[config.mk]
export PLATFORM = sky130hd
export DESIGN_NAME = dice_roll_controller
export DESIGN_NICKNAME = d
export VERILOG_FILES = /design/src/rtl/dice_pkg.sv /design/src/rtl/dice_roll_controller_tick_divider.sv /design/src/rtl/dice_roll_controller.sv
export SDC_FILE = /design/constraint.sdc
export NUM_CORES = 1
export LEC_CHECK = 0
export BUFFER_PORTS_ARGS = -buffer_cell sky130_fd_sc_hd__buf_2
export CAP_MARGIN = 40
export CORE_MARGIN = 5
export CORE_UTILIZATION = 65
export DETAILED_ROUTE_END_ITERATION = 7
export PLACE_DENSITY = 0.83
export SLEW_MARGIN = 20
export SYNTH_ARGS = -nofsm -noshare
export SYNTH_HDL_FRONTEND = slang
export SYNTH_SLANG_ARGS = --single-unit
export TNS_END_PERCENT = 30
[constraint.sdc]
create_clock -name clk -period 7.2 [get_ports clk]
set_input_delay 1.44 -clock clk [delete_from_list [all_inputs] [get_ports clk]]
set_output_delay 1.44 -clock clk [all_outputs]
set_load 0.005 [all_outputs]
[src/rtl/dice_pkg.sv]
// dice_pkg: shared types and constants for the dice roll sequencer
package dice_pkg;
   typedef enum logic [1:0] {IDLE, SPIN, SLOW, HOLD} state_t;
   localparam int FACE_W = 3;
   localparam int LFSR_W = 8;
   localparam logic [LFSR_W-1:0] LFSR_TAPS = 8'hB8;
   function automatic logic [LFSR_W-1:0] lfsr_next(input logic [LFSR_W-1:0] l);
      return {l[LFSR_W-2:0], ^(l & LFSR_TAPS)};
   endfunction
endpackage

[src/rtl/dice_roll_controller_tick_divider.sv]
// tick_divider: counter that pulses tick when it reaches a programmable terminal value
module tick_divider #(
   parameter int W = 8
) (
   input  logic         clk,
   input  logic         reset,
   input  logic         clr,
   input  logic [W-1:0] term,
   output logic         tick
);
   logic [W-1:0] cnt_q, cnt_d;
   always_comb begin
      tick = !clr && (cnt_q == term);
      cnt_d = (clr || tick) ? '0 : cnt_q + W'(1);
   end
   always_ff @(posedge clk) begin
      if (reset) cnt_q <= '0;
      else cnt_q <= cnt_d;
   end
endmodule

[src/rtl/dice_roll_controller.sv]
// dice_roll_controller: turns a button level into a spin, a slowing roll and a held random face
module dice_roll_controller
   import dice_pkg::*;
#(
   parameter int                TICK_DIV   = 1000,
   parameter int                SLOW_STEPS = 4,
   parameter logic [LFSR_W-1:0] LFSR_SEED  = 8'hA5
) (
   input  logic              clk,
   input  logic              reset,
   input  logic              roll,
   output logic [FACE_W-1:0] s,
   output logic              rolling,
   output logic              done
);
   localparam int CW = $clog2(TICK_DIV << SLOW_STEPS);
   state_t            state_q, state_d;
   logic [FACE_W-1:0] s_q, s_d, target_q, target_d;
   logic [LFSR_W-1:0] lfsr_q, lfsr_d;
   logic [2:0]        stage_q, stage_d;
   logic              rolling_q, rolling_d, done_q, done_d;
   logic              roll_q, rise_q, rise_d, fall_q, fall_d;
   logic              clr, tick;
   logic [CW:0]       slow_len;
   logic [CW-1:0]     term;
   tick_divider #(.W(CW)) u_tick (
      .clk  (clk),
      .reset(reset),
      .clr  (clr),
      .term (term),
      .tick (tick)
   );
   // Edges are registered so the roll input never reaches an output combinationally.
   always_comb begin
      slow_len = (CW+1)'(TICK_DIV) << ({1'b0, stage_q} + 4'd1);
      term = (state_q == SLOW) ? CW'(slow_len - (CW+1)'(1)) : CW'(TICK_DIV - 1);
      lfsr_d = lfsr_next(lfsr_q);
      rise_d = roll & ~roll_q;
      fall_d = ~roll & roll_q;
      state_d = state_q;
      s_d = s_q;
      stage_d = stage_q;
      target_d = target_q;
      done_d = 1'b0;
      clr = 1'b0;
      case (state_q)
         SPIN: begin
            if (fall_q) begin
               target_d = lfsr_q[FACE_W-1:0];
               stage_d = '0;
               state_d = SLOW;
               clr = 1'b1;
            end else if (tick) s_d = s_q + FACE_W'(1);
         end
         SLOW: begin
            if (tick && stage_q == 3'(SLOW_STEPS - 1)) begin
               s_d = target_q;
               done_d = 1'b1;
               state_d = HOLD;
            end else if (tick) begin
               s_d = s_q + FACE_W'(1);
               stage_d = stage_q + 3'd1;
            end
         end
         default: begin
            clr = 1'b1;
            state_d = rise_q ? SPIN : state_q;
         end
      endcase
      rolling_d = (state_d == SPIN) || (state_d == SLOW);
   end
   always_ff @(posedge clk) begin
      if (reset) begin
         state_q   <= IDLE;
         s_q       <= '0;
         target_q  <= '0;
         stage_q   <= '0;
         lfsr_q    <= LFSR_SEED;
         rolling_q <= 1'b0;
         done_q    <= 1'b0;
         roll_q    <= 1'b0;
         rise_q    <= 1'b0;
         fall_q    <= 1'b0;
      end else begin
         state_q   <= state_d;
         s_q       <= s_d;
         target_q  <= target_d;
         stage_q   <= stage_d;
         lfsr_q    <= lfsr_d;
         rolling_q <= rolling_d;
         done_q    <= done_d;
         roll_q    <= roll;
         rise_q    <= rise_d;
         fall_q    <= fall_d;
      end
   end
   assign s = s_q;
   assign rolling = rolling_q;
   assign done = done_q;
endmodule

==> Word level (Yosys, flattened, before mapping) <==
Index checks and enable logic that the tools add are counted.
{ "classes": {"reduce_logical": 12, "n_lt_le_gt_ge": 0, "div": 0, "mul": 0, "bitwise": 5, "n_addsub": 5, "shift": 1, "n_eq_ne": 10, "muxes": 16} }
{ "ops": {"columns": ["operator", "count"], "rows": [
  ["$mux W3", 6],
  ["$add A14 B1 Y14 const B", 1],
  ["$eq A14 B14 Y1", 1],
  ["$mux W14", 1],
  ["$shl A10 B4 Y14 const A", 1],
  ["$sub A14 B1 Y14 const B", 1],
  ["$pmux W3 S2", 2],
  ["$ne A2 B2 Y1 const B", 4],
  ["$reduce_xor A8 Y1", 1],
  ["$add A3 B1 Y3 const B", 2],
  ["$mux W2", 3],
  ["$add A3 B1 Y4 const B", 1],
  ["$eq A2 B1 Y1 const B", 2],
  ["$eq A2 B2 Y1 const B", 2],
  ["$pmux W2 S2", 1],
  ["$reduce_and A2 Y1", 2],
  ["$reduce_and A4 Y1", 1],
  ["$reduce_or A2 Y1", 2],
  ["$eq A3 B2 Y1 const B", 1],
  ["$not A1 Y1", 3],
  ["$and A1 B1 Y1", 2],
  ["$logic_and A1 B1 Y1", 2],
  ["$logic_or A1 B1 Y1", 2],
  ["$mux W1", 2],
  ["3 further kinds", 3]
]} }
{ "totals": {"romBits": 0, "ram_bits": 0, "mem_count": 0, "latchBits": 0, "regBits": 38} }

==> Longest topological paths before layout <==
Gate-level depths: netlist of run 1.
{ "depth": {"word_depth": 11, "ltp_mapped": 16} }

==> By module <==
Synthesis of run 1 repeated with hierarchy kept, for this count alone.
{ "hier_totals": {"cells_unflattened": 281, "area_unflattened_um2": 2323.5} }
{ "by_module_without_submodules": {"columns": ["mod", "n_inst", "seq_area_each_um2", "cells_each", "area_each_um2"], "rows": [
  ["dice_roll_controller", 1, 480.5, 192, 1529.0],
  ["tick_divider", 1, 280.3, 89, 794.5]
]} }

==> Worst setup path before layout of run 1 <==
No wires, ideal clock.
{ "synth_path": {"path_type": "register to register", "startpoint": "register stage_q[2]", "endpoint": "register stage_q[1]", "arrival_ns": 3.937, "stages_incl_launch_ff": 15, "path_slack_ns": 3.192, "path_buffers": 3, "required_ns": 7.129, "setup_ns": 0.071, "synth_period_minus_slack_ns": 4.008, "path_cell_list": "dfxtp_1 clkbuf_1 inv_1 ha_1 clkbuf_1 clkbuf_1 nand3_1 ha_1 or3_1 and4_1 a2111oi_0 nand4_1 nor4_4 mux2_2 a21oi_1"} }
{ "synth_between": {"elab_chain_cells": 9} }
{ "synth_lines": {"columns": ["item", "line", "text"], "rows": [
  ["start: declaration", "dice_roll_controller.sv:20", "logic [2:0] stage_q, stage_d;"],
  ["start signal: assignment", "dice_roll_controller.sv:88", "stage_q <= stage_d;"],
  ["$add A3 B1 Y4", "dice_roll_controller.sv:35", "slow_len = (CW+1)'(TICK_DIV) << ({1'b0, stage_q} + 4'd1);"],
  ["$shl A10 B4 Y14", "dice_roll_controller.sv:35", null],
  ["$sub A14 B1 Y14", "dice_roll_controller.sv:36", "term = (state_q == SLOW) ? CW'(slow_len - (CW+1)'(1)) : CW'(TICK_DIV - 1);"],
  ["$mux W14", "dice_roll_controller.sv:36", null],
  ["$eq A14 B14 Y1", "dice_roll_controller_tick_divider.sv:13", "tick = !clr && (cnt_q == term);"],
  ["$logic_and A1 B1 Y1", "dice_roll_controller_tick_divider.sv:13", null],
  ["$logic_and A1 B1 Y1", "dice_roll_controller.sv:56", "if (tick && stage_q == 3'(SLOW_STEPS - 1)) begin"],
  ["$ne A2 B2 Y1 (no line)", null, null],
  ["$reduce_and A4 Y1 (no line) (*)", null, null]
]} }
Every way passes the cells marked *; elsewhere a longest branch is shown, timed or not.
A chain may end at the register's enable or synchronous reset.

==> Worst setup path in the final report of run 1 <==
{ "layout_path": {"startpoint": "register stage_q[0]", "endpoint": "register s_q[2], in the netlist s[2]"} }
{ "layout_between": {"elab_chain_cells": 9} }
{ "layout_lines": {"columns": ["item", "line", "text"], "rows": [
  ["$add A3 B1 Y4", "dice_roll_controller.sv:35", null],
  ["$shl A10 B4 Y14", "dice_roll_controller.sv:35", null],
  ["$sub A14 B1 Y14", "dice_roll_controller.sv:36", null],
  ["$mux W14", "dice_roll_controller.sv:36", null],
  ["$eq A14 B14 Y1", "dice_roll_controller_tick_divider.sv:13", null],
  ["$logic_and A1 B1 Y1", "dice_roll_controller_tick_divider.sv:13", null],
  ["$mux W3 or $logic_and A1 B1 Y1 (tied branches)", null, null],
  ["$mux W3, on equally long branches", null, null],
  ["$pmux W3 S2 (*)", "dice_roll_controller.sv:46", "case (state_q)"],
  ["end signal: assignment", "dice_roll_controller.sv:75", "s_q <= '0;"],
  ["end signal: assignment", "dice_roll_controller.sv:86", "s_q <= s_d;"],
  ["end: declaration", "dice_roll_controller.sv:18", "logic [FACE_W-1:0] s_q, s_d, target_q, target_d;"]
]} }
Every way passes the cells marked *; elsewhere a longest branch is shown, timed or not. The select of a mux whose other input is x is not followed.

==> results of run 1 <==
[per-layer routing]
metal | GRT usage, % | wire, um | up-vias
met5 | 0 | 0 | -
li1 | - | - | 1022
met2 | 32.6 | 2180 | 34
met3 | 5.26 | 188 | 10
met1 | 26.7 | 2270 | 928
met4 | 9.60 | 99 | 0
[worst register-to-register path, delay by kind of cell, from the launching register on]
family,cells,cell delay [ns]
simple gates,5,1.74
fa+ha+maj,3,1.30
compound gates,3,0.70
flops,1,0.47
[flip-flops by register name (all words and copies together), names as in the netlist]
signal,cells
u_tick.cnt_q,14
lfsr_q,8
s,3
stage_q,3
target_q,3
state_q,2
done,1
fall_q,1
rise_q,1
roll_q,1
rolling,1
[cell usage in the layout, fill, tap and decap left out, drive strengths merged, types with 2 or more instances in the layout]
cell type and instances:
dfxtp 38, nor2 32, nand2 30, a21oi 19
nand3 13, inv 12, o21ai 12, ha 11
xor2 11, nor2b 10, xnor2 10, nand2b 9
buf 7, clkbuf 6, or3 4, nor3 4
mux2i 4, or2 4, nor4 4, and3 3
nor3b 3, and2 3, mux2 3, nand4 3
a211oi 3, or3b 2, o31ai 2, and4 2
o21bai 2, o2111ai 2, o22ai 2, a31oi 2
a2111oi 2, o311ai 2, or4 2
[power groups by stage]
stage / Clock, uW / Combinational (uW) / Sequential [uW]
finish: 135 / 18.3 / 220
global route: 151 / 20.9 / 220
CTS: 140 / 18.3 / 220
detailed placement: 0 / 18.2 / 225
global placement: 0 / 17.3 / 224
floorplan: 0 / 14.6 / 224
[stage by stage]
stage	total power, uW	std cells	hold slack [ns]	utilization [%]
floorplan	238	296	0.383	-
global placement	242	333	0.386	66.6
detailed placement	243	333	0.402	66.6
CTS	378	340	0.412	68.8
global route	392	340	0.435	68.8
finish	374	340	0.414	68.8
[cell families (layout without fill, tap and decap cells)]
group | after synthesis | in the layout
buffers and inverters | 30 | 26
xor gates and xnor gates | 21 | 21
DFF | 38 | 38
adders and majority gates | 11 | 11
muxes | 7 | 7
and+or+nand+nor | 131 | 131
AOI/OAI and AO/OA | 58 | 58
[final timing paths]
kind | start | endpoint | cells past startpoint
worst max-delay path | stage_q[0] | s[2] | 11
worst min-delay path | roll_q | rise_q | 1
worst max register to register | stage_q[0] | s[2] | 11
worst min register to register | roll_q | rise_q | 1
[cell type report]
class | instances | area [um2]
Tap cell | 48 | 60.1
Clock buffer | 6 | 72.6
Inverter | 12 | 45.0
Sequential cell | 38 | 761
Clock inverter | 1 | 7.51
Timing Repair Buffer | 7 | 35.0
Fill cell | 298 | 1130
Multi-Input combinational cell | 228 | 1500
==> qor_table.md, run 1 <==
| Step | Item | This run |
| --- | --- | --- |
| outcome | Status | completed |
| sta | Share of the clock period used by the worst path after layout | 59.9% |
| clocking | Root Buffer Master | clkbuf_8 |
| sta | Setup TNS | 0 ns |
| synth | Number of enable flip-flop cells after synthesis | 0 |
| synth | Synth unique cells | 56 |
| die | I/O pin count | 8 |
| sta | Endpoints failing hold | 0 |
| critical path | CP bufs+invs | 0 |
| synth | Net count of the mapped netlist | 310 |
| finish | Area growth, synth to finish | 4.10% |
| sta | Worst setup margin | 2.88 ns |
| drt | Final wirelength | 4740 um |
| placement | Last weighted congestion value of the routability-driven placer | 0.917 |
| critical path | CP Data Required Time | 7.37 ns |
| synth | Most repeated cell in the gate-level netlist after synthesis | dfxtp_1 |
| die | Initial standard-cell utilization of the core | 66.1% |
| critical path | CP Data Arrival Time | 4.48 ns |
| critical path | CP Capture Type | register |
| power | IR drop worst, VDD | 153 uV |
| power | Gate power share | 4.9% |
| synth | Post-synth top area share | 31.9% |
| synth | Main synth FF type | dfxtp_1 |
| power | Sw Ratio | 22.2% |
| grt | Leftover overflow at the end of global routing | 0 |
| finish | Antenna diode instance count | 0 |
| clocking | Buffer count from post-CTS setup fixing | 0 |
| critical path | Worst setup SP type | register |
| placement | Post-Place Cell Area | 0.00240 mm2 |
| synth | Multiplexer share of the synthesized area | 3.10% |
| clocking | Max clock buf depth | 2 |
| clocking | Clock tree from TritonCTS | done |
| clocking | Number of buffers inserted for hold repair after clock tree synthesis | 0 |
| drt | Count of nets left with antenna violations after detail routing | 0 |
| flow run | Maximum Capacitance Violations | 0 |
| clocking | Clock tree sinks | 38 |
| power | Clock Power Share | 36.2% |
| power | Part of the total power dissipated in sequential elements | 58.9% |
| worst hold path | Tightest Hold Check Type | reg2reg |
| drt | Count of TritonRoute iterations in the first routing pass | 4 |
| grt | Initial antenna violation count | 0 |
| finish | Post-layout nets | 306 |
| sta | Slew Limit Headroom | 56.7% |
| sta | Pin slew with the least headroom to its limit | 0.650 ns |
| synth | Yosys warns | 0 |
| sta | Post-route minimum period | 4.32 ns |
| grt | Pin count of the biggest net entering global routing | 25 |
| critical path | Top cell by count, worst path | ha_1 |
| clocking | Level count of the clock H-tree | 2 |
| grt | Gr usage total | 20.7% |
| sta | Total of endpoints with negative setup slack in the final report | 0 |
| grt | Wire length of the first global-routing pass | 8280 um |
| drt | DRC viols | 0 |
| sta | Unrepaired setup endpoints after global routing | no |
| critical path | Type of the worst setup path | reg2reg |
| synth | Number of flip-flops and latches in the synthesized netlist | 38 |
| clocking | Total CTS buffers | 5 |
| critical path | Critical Path, Cell by Cell | ha_1 -> ha_1 -> nand3_1 -> ha_1 -> or3_1 -> and4_1 -> a2111oi_0 -> nand4_1 -> or4_1 -> o21ai_0 -> a21oi_1 |
| critical path | Cell family with most CP delay | simple AND/OR/NAND/NOR gates |
| synth | Xor/xnor share of the synthesized area | 8.04% |
| finish | Design Area, Final | 0.00248 mm2 |
| critical path | Worst reg-to-reg setup slack | 2.88 ns |
| synth | Seq/Total Area, Yosys | 31.9% |
| power | Switching pwr | 83.0 uW |
| sta | Clock skew after layout | 0.00748 ns |
| synth | Library cell with the largest summed area after synthesis | dfxtp_1 |
| finish | Layout cell share with drive strength beyond 1 | 9.59% |
| clocking | Number of gates given a new drive strength after cts | 0 |
| drt | Number of DRC violations after detailed-routing iteration 0 | 304 |
| sta | Highest attainable clock frequency | 0.232 GHz |
| synth | Compound-Gate Fraction of Synth Area | 16.8% |
| synth | Number of instances in the synthesized netlist | 296 |
| power | Power density over cell area | 151 mW/mm2 |
| critical path | Largest incremental delay on the critical path | 0.68 ns |
| synth | Share of synthesized cell area in and, or, nand and nor gates | 29.2% |
| synth | Netlist area before placement | 0.00238 mm2 |
| synth | Post-synthesis area per instance | 8.05 um2 |
| synth | Cells taking the most area after synthesis | dfxtp_1, ha_1, nor2_1, nand2_1, a21oi_1 |
| sta | Final Max Slew Viols | 0 |
| placement | Buffers on Ports | 7 |
| die | Rows | 22 |
| die | Die H | 70.5 um |
| synth | Commonest cells in the netlist | dfxtp_1, nor2_1, nand2_1 |
| synth | Async set-or-reset flop fraction in the synthesized netlist | 0% |
| synth | Share of synthesized cell area in full adder, half adder and majority cells | 5.78% |
| clocking | Clock slew at reported path FFs | 0.07 ns |
| die | Floorplan die area | 0.00498 mm2 |
| clocking | Source-to-sink clock delay at the later pin of the worst-skew pair | 0.29 ns |
| placement | Post-placement setup slack | 2.96 ns |
| die | Core region area | 0.00361 mm2 |
| power | Cell-internal power | 291 uW |
| drt | Per-cell routed wire length | 13.9 um |
| drt | Number of vias per cell | 5.86 |
| grt | Number of global-route vias before repair | 1,847 |
| drt | Via count | 1,994 |
| power | Leakage power figure | 0.000802 uW |
| placement | Final HPWL from detailed placement | 3450 um |
| synth | Combinational family with the most area after synthesis | simple AND/OR/NAND/NOR gates |
| critical path | Cell with the largest stage delay on the worst path | ha_1 |
| die | Die Wd | 70.5 um |
| critical path | Crit-path max FO | 22 |
No activity file was read; power rests on OpenSTA's default activity.
==> run 2: changes to the inputs <==
- ABC_AREA: not set -> 1
- CORE_UTILIZATION: 65 -> 62
- PLACE_DENSITY: 0.83 -> 0.8
- clock period: 7.2 -> 4.5 ns (I/O delays scaled with it)
==> run 2 against run 1 <==
Compared with the run above: power grew to 3.3 times the previous value; hold slack gained 0.0067 ns; utilization grew 0.98 points; first-iteration DRC count shrank 46%; synthesized area grew 3.0%; clock power grew 81%; register-to-register slack lost 1.8 ns; sequential share of layout area shrank 1.5 points; final cell count grew 25%.
==> qor_table.md, run 2 <==
| Step | Item | This run |
| --- | --- | --- |
| grt | Leftover overflow at the end of global routing | 0 |
| sta | Highest attainable clock frequency | 0.293 GHz |
| clocking | Root Buffer Master | clkbuf_8 |
| sta | Final Max Slew Viols | 0 |
| sta | Endpoints failing hold | 0 |
| power | Leakage power figure | 0.00120 uW |
| sta | Minimum hold slack | 0.421 ns |
| die | Floorplan die area | 0.00532 mm2 |
| grt | Gr usage total | 20.5% |
| sta | Pin slew with the least headroom to its limit | 0.780 ns |
| die | Rows | 22 |
| die | Die Wd | 72.9 um |
| finish | Reg with most FFs | u_tick.cnt_q |
| critical path | Worst reg-to-reg setup slack | 1.09 ns |
| placement | Final HPWL from detailed placement | 3770 um |
| clocking | Clock slew at reported path FFs | 0.08 ns |
| critical path | Type of the worst setup path | reg2reg |
| placement | Last weighted congestion value of the routability-driven placer | 0.947 |
| sta | Unrepaired setup endpoints after global routing | no |
| finish | Area growth, synth to finish | 6.37% |
| grt | Number of global-route vias before repair | 1,994 |
| synth | Commonest cells in the netlist | nand2_1, inv_1, nor2_1 |
| finish | Filler cell count | 325 |
| sta | Setup TNS | 0 ns |
| sta | Clock skew after layout | 0.00746 ns |
| critical path | Crit-path max FO | 14 |
| synth | Library cell with the largest summed area after synthesis | dfxtp_1 |
| worst hold path | Tightest Hold Check Type | reg2reg |
| critical path | Worst setup SP type | register |
| die | Initial standard-cell utilization of the core | 65.6% |
| critical path | CP Data Arrival Time | 3.55 ns |
| finish | Most common library cell in the layout ignoring fill and taps | nand2_1 |
| synth | Async set-or-reset flop fraction in the synthesized netlist | 0% |
| power | Power density over cell area | 469 mW/mm2 |
| synth | Number of flip-flops and latches in the synthesized netlist | 38 |
| synth | Most repeated cell in the gate-level netlist after synthesis | nand2_1 |
| finish | Highest-count cells in the layout ignoring fill and taps | nand2_1, inv_1, nor2_1 |
| grt | Initial antenna violation count | 0 |
| worst hold path | Beginning of the worst hold path | roll_q |
| clocking | Max clock buf depth | 2 |
| sta | Post-route minimum period | 3.41 ns |
| clocking | Source-to-sink clock delay at the later pin of the worst-skew pair | 0.28 ns |
| die | I/O pin count | 8 |
| grt | Wire length of the first global-routing pass | 8760 um |
| synth | Net count of the mapped netlist | 383 |
| finish | Design Area, Final | 0.00261 mm2 |
| drt | Via count | 2,188 |
| sta | Worst setup margin | 1.09 ns |
| placement | Post-placement setup slack | 1.17 ns |
| synth | Main synth FF type | dfxtp_1 |
| die | Die H | 72.9 um |
| drt | Count of nets left with antenna violations after detail routing | 0 |
| finish | Post-layout nets | 389 |
| sta | Slew Limit Headroom | 47.8% |
| synth | Number of instances in the synthesized netlist | 369 |
| synth | Cells taking the most area after synthesis | dfxtp_1, nand2_1, inv_1, nand3_1, nor2_1 |
| synth | Number of enable flip-flop cells after synthesis | 0 |
| synth | Netlist area before placement | 0.00245 mm2 |
| finish | Antenna diode instance count | 0 |
| clocking | Buffer count from post-CTS setup fixing | 0 |
| synth | Seq/Total Area, Yosys | 31.0% |
| clocking | Clock tree sinks | 38 |
| drt | Count of TritonRoute iterations in the first routing pass | 4 |
| grt | Pin count of the biggest net entering global routing | 28 |
| synth | Yosys warns | 0 |
| synth | Post-synthesis area per instance | 6.65 um2 |
| drt | Final wirelength | 4980 um |
| critical path | Worst reg2reg path startpoint | stage_q[0] |
| outcome | Status | completed |
| critical path | CP Capture Type | register |
| placement | Buffers on Ports | 7 |
| drt | Number of DRC violations after detailed-routing iteration 0 | 164 |
| die | Core region area | 0.00374 mm2 |
| sta | Total of endpoints with negative setup slack in the final report | 0 |
| flow run | Maximum Capacitance Violations | 0 |
| finish | Largest registers in the final layout | u_tick.cnt_q (14), lfsr_q (8) |
| clocking | Clock tree from TritonCTS | done |
| finish | Max FFs per register | 14 |
| synth | Synth unique cells | 35 |
| placement | Post-Place Cell Area | 0.00250 mm2 |
| critical path | CP Data Required Time | 4.64 ns |
| clocking | Total CTS buffers | 5 |
| synth | Post-synth top area share | 31.0% |
| drt | DRC viols | 0 |
| clocking | Level count of the clock H-tree | 2 |
| finish | Layout cell share with drive strength beyond 1 | 12.5% |
| sta | Share of the clock period used by the worst path after layout | 75.7% |
| drt | Per-cell routed wire length | 11.7 um |
| critical path | Origin of the worst setup path | stage_q[0] |
| power | Tot Pwr | 1230 uW |
| power | IR drop worst, VDD | 261 uV |
| drt | Number of vias per cell | 5.16 |
| clocking | Number of gates given a new drive strength after cts | 0 |
| clocking | Number of buffers inserted for hold repair after clock tree synthesis | 0 |
[run 2: power breakdown]
| group | switching [uW] | leakage (uW) | internal (uW) |
|---|---|---|---|
| registers | 38.0 | 0.000311 | 375 |
| clock network | 121 | 0.0000472 | 123 |
| logic | 384 | 0.000840 | 184 |
[run 2: final timing paths]
check	to	cells after the start
min reg2reg	rise_q	1
min	rise_q	1
max reg2reg	u_tick.cnt_q[2]	19
max	u_tick.cnt_q[2]	19
[run 2: layer usage]
layer  vias up  GRT usage, %  wire, um
met2        35          32.8      2190
met3         4          3.72       172
li1       1188             -         -
met5         -             0         0
met1       961          28.6      2580
met4         0          5.33        45
[run 2: area by class of cell]
type / count / area, um2 / share of cell area [%]
well taps: 48 / 60.1 / 2.30
clock buffers: 6 / 82.6 / 3.16
inverters: 58 / 218 / 8.34
clock inverters: 2 / 12.5 / 0.479
multi-input cells: 264 / 1430 / 54.7
flip-flops and latches: 38 / 761 / 29.1
repair buffers: 8 / 50.0 / 1.92
[run 2: worst max-delay path, stage by stage, from the launching register on]
cell and delay, ns:
dfxtp_1 0.40, ha_1 0.27, ha_1 0.42, nand2_1 0.09, inv_1 0.11, nand2_2 0.07, ha_1 0.28, inv_1 0.04
nand3_1 0.07, nand2_1 0.05, nor2_1 0.08, nand3_1 0.11, inv_1 0.07, nand3_1 0.07, nor2_1 0.13, nand2_1 0.11
nor2_4 0.12, nand3_4 0.10, o211ai_2 0.53, nor3_1 0.12
[run 2: logic make-up (layout without fill, tap and decap cells)]
logic type	after synthesis	after routing	share of synthesized area, %
AOI/OAI and AO/OA	36	36	8.66
xor gates and xnor gates	7	7	2.50
adders and majority gates	11	11	5.61
buffers and inverters	67	74	10.9
DFF	38	38	31.0
and+or+nand+nor	210	210	41.4
[run 2: through the flow]
step	utilization, %	cells
CTS	69.4	423
finish	69.8	424
global placement	66.8	415
detailed placement	66.8	415
floorplan	-	369
global route	69.8	424
